$ cat config.mk
export PLATFORM = sky130hd
export DESIGN_NAME = mips_mc_control_fsm
export DESIGN_NICKNAME = d
export VERILOG_FILES = /design/src/rtl/mips_mc_control_fsm.sv
export SDC_FILE = /design/constraint.sdc
export NUM_CORES = 1
export LEC_CHECK = 0
export ABC_CLOCK_PERIOD_IN_PS = 3200
export CAP_MARGIN = 20
export CORE_ASPECT_RATIO = 0.9
export CORE_UTILIZATION = 35
export CTS_CLUSTER_SIZE = 8
export DETAILED_ROUTE_END_ITERATION = 16
export HOLD_SLACK_MARGIN = 0.02
export PLACE_DENSITY_LB_ADDON = 0.15
export SYNTH_ARGS = -nofsm -noshare
export SYNTH_HDL_FRONTEND = slang
export SYNTH_SLANG_ARGS = --single-unit
$ cat constraint.sdc
create_clock -name clk -period 3.2 [get_ports clk]
set_clock_uncertainty 0.15 [all_clocks]
set_input_delay 0.8 -clock clk [delete_from_list [all_inputs] [get_ports clk]]
set_output_delay 0.8 -clock clk [all_outputs]
set_load 0.005 [all_outputs]
$ cat src/rtl/mips_mc_control_fsm.sv
// mips_mc_control_fsm: multicycle MIPS main controller (Moore FSM, retired-instruction counter).
// Define MIPS_MC_MEM_HANDSHAKE_EN to stall memory states on mem_ready with a TIMEOUT bus error.
module mips_mc_control_fsm #(
    parameter int OPCODE_W    = 6,
    parameter int TIMEOUT     = 15,
    parameter bit SUPPORT_BNE = 1'b1,
    parameter int CNT_W       = 32
) (
    input  logic                clk,
    input  logic                rst,
    input  logic [OPCODE_W-1:0] opcode,
    input  logic                mem_ready,
    output logic                iord,
    output logic                ir_write,
    output logic                mem_read,
    output logic                mem_write,
    output logic                reg_dst,
    output logic                mem_to_reg,
    output logic                reg_write,
    output logic                alu_src_a,
    output logic [1:0]          alu_src_b,
    output logic [1:0]          pc_src,
    output logic                pc_write,
    output logic                branch,
    output logic                branch_ne,
    output logic [1:0]          alu_op,
    output logic                illegal,
    output logic                timeout_err,
    output logic                instr_done,
    output logic [CNT_W-1:0]    instr_count,
    output logic [3:0]          state
);
    typedef enum logic [3:0] {
        FETCH = 4'd0, DECODE = 4'd1, MEMADR = 4'd2, MEMRD = 4'd3, MEMWB = 4'd4,
        MEMWR = 4'd5, EXEC = 4'd6, ALUWB = 4'd7, BRANCH = 4'd8, ADDIEX = 4'd9,
        ADDIWB = 4'd10, JUMP = 4'd11, ERROR = 4'd12
    } state_t;

    state_t           state_q, state_d;
    logic             bne_q, bne_d, illegal_q, illegal_d, rdy, tmo;
    logic [CNT_W-1:0] count_q;
    logic             op_lw, op_sw, op_r, op_beq, op_bne, op_addi, op_j;

    assign op_lw   = opcode == OPCODE_W'(6'h23);
    assign op_sw   = opcode == OPCODE_W'(6'h2b);
    assign op_r    = opcode == OPCODE_W'(6'h00);
    assign op_beq  = opcode == OPCODE_W'(6'h04);
    assign op_bne  = SUPPORT_BNE && opcode == OPCODE_W'(6'h05);
    assign op_addi = opcode == OPCODE_W'(6'h08);
    assign op_j    = opcode == OPCODE_W'(6'h02);

`ifdef MIPS_MC_MEM_HANDSHAKE_EN
    // wait_q counts stalled cycles in the current memory state; any state change clears it
    logic [7:0] wait_q, wait_d;
    logic       mem_st, tmo_err_q;
    assign mem_st      = state_q == FETCH || state_q == MEMRD || state_q == MEMWR;
    assign rdy         = mem_ready;
    assign tmo         = mem_st && !mem_ready && wait_q == 8'(TIMEOUT - 1);
    assign wait_d      = state_d != state_q ? 8'd0 : mem_st ? wait_q + 8'd1 : wait_q;
    assign timeout_err = tmo_err_q;
    always_ff @(posedge clk or posedge rst) begin
        if (rst) begin
            wait_q    <= '0;
            tmo_err_q <= 1'b0;
        end else begin
            wait_q    <= wait_d;
            tmo_err_q <= tmo_err_q | tmo;
        end
    end
`else
    logic unused_mem_ready;
    assign unused_mem_ready = mem_ready;
    assign rdy              = 1'b1;
    assign tmo              = 1'b0;
    assign timeout_err      = 1'b0;
`endif

    always_ff @(posedge clk or posedge rst) begin
        if (rst) begin
            state_q   <= FETCH;
            bne_q     <= 1'b0;
            illegal_q <= 1'b0;
            count_q   <= '0;
        end else begin
            state_q   <= state_d;
            bne_q     <= bne_d;
            illegal_q <= illegal_d;
            count_q   <= count_q + CNT_W'(instr_done);
        end
    end

    always_comb begin
        state_d    = state_q;
        bne_d      = bne_q;
        illegal_d  = illegal_q;
        iord       = 1'b0;
        ir_write   = 1'b0;
        mem_read   = 1'b0;
        mem_write  = 1'b0;
        reg_dst    = 1'b0;
        mem_to_reg = 1'b0;
        reg_write  = 1'b0;
        alu_src_a  = 1'b0;
        alu_src_b  = 2'b00;
        pc_src     = 2'b00;
        pc_write   = 1'b0;
        branch     = 1'b0;
        branch_ne  = 1'b0;
        alu_op     = 2'b00;
        instr_done = 1'b0;
        case (state_q)
            FETCH: begin
                mem_read  = 1'b1;
                ir_write  = rdy;
                pc_write  = rdy;
                alu_src_b = 2'b01;
                state_d   = tmo ? ERROR : rdy ? DECODE : FETCH;
            end
            DECODE: begin
                alu_src_b = 2'b11;
                bne_d     = op_bne;
                illegal_d = illegal_q | !(op_lw | op_sw | op_r | op_beq | op_bne | op_addi | op_j);
                state_d   = (op_lw | op_sw) ? MEMADR : op_r ? EXEC : (op_beq | op_bne) ? BRANCH :
                            op_addi ? ADDIEX : op_j ? JUMP : ERROR;
            end
            MEMADR: begin
                alu_src_a = 1'b1;
                alu_src_b = 2'b10;
                state_d   = op_lw ? MEMRD : MEMWR;
            end
            MEMRD: begin
                iord     = 1'b1;
                mem_read = 1'b1;
                state_d  = tmo ? ERROR : rdy ? MEMWB : MEMRD;
            end
            MEMWB: begin
                mem_to_reg = 1'b1;
                reg_write  = 1'b1;
                instr_done = 1'b1;
                state_d    = FETCH;
            end
            MEMWR: begin
                iord       = 1'b1;
                mem_write  = rdy;
                instr_done = rdy;
                state_d    = tmo ? ERROR : rdy ? FETCH : MEMWR;
            end
            EXEC: begin
                alu_src_a = 1'b1;
                alu_op    = 2'b10;
                state_d   = ALUWB;
            end
            ALUWB: begin
                reg_dst    = 1'b1;
                reg_write  = 1'b1;
                instr_done = 1'b1;
                state_d    = FETCH;
            end
            BRANCH: begin
                alu_src_a  = 1'b1;
                alu_op     = 2'b01;
                pc_src     = 2'b01;
                branch     = !bne_q;
                branch_ne  = bne_q;
                instr_done = 1'b1;
                state_d    = FETCH;
            end
            ADDIEX: begin
                alu_src_a = 1'b1;
                alu_src_b = 2'b10;
                state_d   = ADDIWB;
            end
            ADDIWB: begin
                reg_write  = 1'b1;
                instr_done = 1'b1;
                state_d    = FETCH;
            end
            JUMP: begin
                pc_src     = 2'b10;
                pc_write   = 1'b1;
                instr_done = 1'b1;
                state_d    = FETCH;
            end
            ERROR: alu_op = 2'b11;
            default: begin
                alu_op    = 2'b11;
                illegal_d = 1'b1;
                state_d   = ERROR;
            end
        endcase
    end

    assign illegal     = illegal_q;
    assign instr_count = count_q;
    assign state       = state_q;
endmodule
Word-level counts from Yosys, hierarchy flattened. Index checks and enable logic that the tools add are counted.

Add/sub/neg operators: 1. Equality and inequality tests: 18. Muxes and demuxes: 23. Bitwise logic cells: 8. Reduce and logical (&&, ||, !) cells: 13.

Operator list (count): $add 32x1->32 (1); $pmux 4 s8 (1); $eq 4x4->1 const B (5); $eq 4x3->1 const B (4); $eq 6x3->1 const B (2); $eq 6x6->1 const B (2); $mux 1 (12); $mux 3 (4); $pmux 2 s3 (2); $reduce_or 12->1 (1); $reduce_or 10->1 (1); $eq 4x2->1 const B (2); $mux 4 (2); $or 1x1->1 (8); $reduce_or 2->1 (4); $eq 6x2->1 const B (1); $eq 6x4->1 const B (1); $logic_not 6->1 (1); $reduce_or 6->1 (1); $eq 4x1->1 const B (1); $logic_not 4->1 (1); $pmux 2 s2 (1); $reduce_or 4->1 (1); $reduce_or 3->1 (1); other kinds (2) (3).

Flip-flop bits (word level): 38. Input port bits: 9. Output and inout port bits: 56. Logic and storage cells: 67.

Longest topological paths before layout.
Word-level depth: 10. Gate-level depth with buffers: 10.

Worst setup path before layout. No wires, ideal clock.

Path kind: reg2reg. From: reg state_q[1], in the netlist state[1]. To: reg count_q[26], in the netlist instr_count[26]. Data arrival time: 2.309 ns. Required time: 2.926 ns. Slack: 0.617 ns. Stages on the path, launching flop included: 10. Cell sequence: dfrtp_1 clkbuf_1 nor2b_1 o21ai_0 ha_1 ha_1 and4_1 nor3b_4 nand4_1 xnor2_1.

Cells in the longest elaborated chain, start to end: 4. Elaborated cells on any way between the ends: 9.

Ends and longest elaborated chain: start, declared (line 39) `state_t state_q, state_d;`; start signal, assigned (line 85) `state_q <= state_d;`; $eq 4x4->1 / $eq 4x3->1 (equally long branches) (line 111) `case (state_q)`; $reduce_or 6->1 (no line) (*); $mux 1 (*) (line 111); net instr_done (line 29) `output logic instr_done,`; $add 32x1->32 (*) (line 88) `count_q <= count_q + CNT_W'(instr_done);`; end signal, assigned (line 88); end, declared (line 41) `logic [CNT_W-1:0] count_q;`.

Mark *: on every way through the listed nets, which the timed path passes. The rest lies on a longest branch. A chain may end at the register's enable or synchronous reset.

Worst setup path in the final report.
From: reg state_q[2], in the netlist state[2]. To: out reg_write.

Cells in the longest elaborated chain, start to end: 3. Elaborated cells on any way between the ends: 5.

Ends and longest elaborated chain: $eq 4x4->1 / $eq 4x3->1 (equally long branches) (line 111); $reduce_or 3->1 (no line) (*); $mux 1 (*) (line 111); end, declared (line 19) `output logic reg_write,`.

Mark *: on every way between the ends. The rest lies on a longest branch, timed or not.

==> results.tsv <==
metric	value	unit
cts.path.max_buffers	2	
cts_hold_buf	0	
synth_flop_cell	sky130_fd_sc_hd__dfrtp_1	
dpl_cell_area	0.00276	mm^2
postCtsResizedCells	0	
dpl.hpwl	3330	um
timing_max_transition_violations_final	0	
fin_util	50.1	%
cell_count_post_placement	333	
outcome	completed	
clkTransAtPathRegs	0.08	ns
synth_enable_flop_cells	0	
grtUsageTotal	15.6	%
synth_area_per_cell	10.0	um^2
synthDominantCellAreaShare	46.1	%
drt_iter0_drc	92	
die_w	82.9	um
setup-tns-final	0	ns
crit_chain	nand2b_1 -> buf_4 -> mux2_2 -> o22ai_1 -> clkdlybuf4s50_1	
gp_congestion	0.767	
finish.net_count	281	
worst_slew_margin_rel	58.3	%
nFillCells	532	
finalCriticalPeriod	3.02	ns
design.die.area	0.00620	mm^2
drt_pre_antenna_iters	4	
vias	1735	
worst_ir_drop_vdd	0.465	mV
drive_above_1_share	7.01	%
hold_viol_final	0	
p_leak	0.00120	uW
crit_slowest_cell	sky130_fd_sc_hd__dfrtp_1	
antenna_cells	0	
core	0.00569	mm^2
cts_tree	done	
portBuffers	62	
ys_types	46	
crit_required	2.25	ns
row_count	26	
grt_antenna_before_repair	0	
avgRoutedWirePerCell	14.0	um
rsz0062_at_grt	false	
hold_path.class	flop to flop	
power_per_cell_area	620	mW/mm^2
worst_slack	0.180	ns
dp_worst_setup_slack	0.483	ns
multi_input_comb_area	0.00103	mm^2
layout.cells.most_common	sky130_fd_sc_hd__clkdlybuf4s50_1	
gr-total-overflow	0	
layout-area-overhead-vs-synth	38.4	%
tritoncts_buffer_count	5	
tightest_slew	0.623	ns
chipHeight	74.8	um
grt_max_degree	39	
grt_pass1_vias	1531	
ant_nets	0	
synth_area	0.00206	mm^2
clock_tree.htree_level_count	2	
most-common-layout-cells	62 x sky130_fd_sc_hd__clkdlybuf4s50_1, 38 x sky130_fd_sc_hd__dfrtp_1, 27 x sky130_fd_sc_hd__xnor2_1, 14 x sky130_fd_sc_hd__nor2_1	
worst_path_largest_cell_delay	0.54	ns
mappedNetlistNets	217	
final_setup_violations	0	
boundaryPins	65	
layout.area.seq	951	um^2
synth_sequential_area_ratio	46.1	%
async_reset_ff_share	100	%
cts_num_sinks	38	
final_cell_count_no_fill	341	
cells_taking_the_most_area_after_synthesis	sky130_fd_sc_hd__dfrtp_1 46%, sky130_fd_sc_hd__xnor2_1 11%, sky130_fd_sc_hd__nand4_1 3.6%	
clockRootBuffer	sky130_fd_sc_hd__clkbuf_8	
fin_area	0.00285	mm^2
postCtsSetupBuffers	0	
drc_errors	0	
worstSetupStartpointType	flop	
wirelength	4780	um
cp_max_fo	11	
ys_seq_elements	38	
initial_core_util	36.2	%
worstSetupPathType	flop to primary output	
layout_worst_path_cycle_share	94.4	%
max_capacitance_violation_count	0	
endpoint_kind	primary output	
route.detailed.vias_per_inst	5.09	
grt_pass1_wl	7550	um
synth_top_area_cell	sky130_fd_sc_hd__dfrtp_1	
max_freq	331	MHz
clkLatencyLatePin	0.29	ns
ys_warn_count	0	
synthesis.instances	206	
critical_path_at	2.07	ns
==> area by class of cell <==
class	instances	share of cell area (%)
Tap cell	70	3.07
Timing Repair Buffer	68	23.3
Clock buffer	6	2.89
Sequential cell	38	33.3
Multi-Input combinational cell	150	36.0
Clock inverter	2	0.439
Inverter	7	0.921
==> critical path, delay by kind of cell (launching register included) <==
kind | cells | cell delay [ns]
DFF | 1 | 0.54
buffers and inverters | 2 | 0.72
muxes | 1 | 0.26
and+or+nand+nor | 1 | 0.13
AOI/OAI and AO/OA | 1 | 0.13
==> cell usage after synthesis (3+ instances only) <==
library cell and count:
sky130_fd_sc_hd__nor2_1 14, sky130_fd_sc_hd__nor3_1 5, sky130_fd_sc_hd__and4_1 5, sky130_fd_sc_hd__a21oi_1 6, sky130_fd_sc_hd__o21ai_0 7, sky130_fd_sc_hd__xnor2_1 27
sky130_fd_sc_hd__nand4_1 12, sky130_fd_sc_hd__buf_2 3, sky130_fd_sc_hd__clkbuf_1 6, sky130_fd_sc_hd__and2_1 3, sky130_fd_sc_hd__and3_1 7, sky130_fd_sc_hd__nand2b_1 3
sky130_fd_sc_hd__nand2_1 11, sky130_fd_sc_hd__dfrtp_1 38, sky130_fd_sc_hd__inv_1 7, sky130_fd_sc_hd__nand3_1 12, sky130_fd_sc_hd__o22ai_1 3, sky130_fd_sc_hd__xor2_1 5
==> registers in the layout (all words and copies together), names as in the netlist <==
| signal | flops |
|---|---|
| state | 4 |
| instr_count | 32 |
| bne_q | 1 |
| illegal | 1 |
==> layer usage <==
layer  vias up  global-route usage [%]  part of all wire [%]
met5         -                       0                     0
met4         0                    5.17                   1.2
met3         8                    3.95                   5.0
met2        50                    23.3                    42
met1       824                    22.2                    51
li1        853                       -                     -
==> report_power, final <==
group | internal, uW | leakage (uW) | switching, uW
clock | 173 | 0.0000472 | 181
combinational | 448 | 0.000647 | 328
sequential | 545 | 0.000510 | 92.3
==> cells by family after synthesis <==
logic type | share of synthesized area (%)
xor gates and xnor gates | 13.6
DFF | 46.1
and+or+nand+nor | 26.1
other | 0.182
adders and majority gates | 1.21
muxes | 1.03
AOI/OAI and AO/OA | 7.71
buffers and inverters | 4.01
==> per-stage QoR <==
stage	power, uW	hold slack [ns]
finish	1770	0.319
global route	1880	0.382
CTS	1790	0.328
detailed placement	1420	0.315
global placement	1420	0.309
floorplan	977	0.314
==> path summary, 6_finish.rpt <==
path	from	endpoint	slack (ns)	cells after the start
max	state[2]	reg_write	0.18	5
min	instr_count[31]	instr_count[31]	0.32	1
max reg2reg	state[0]	instr_count[30]	0.46	9
min reg2reg	instr_count[31]	instr_count[31]	0.32	1
max in group asynchronous	rst	instr_count[17]	1.79	3
min in group asynchronous	rst	instr_count[2]	0.76	3
Note: power is estimated with default switching activity, not from simulation.
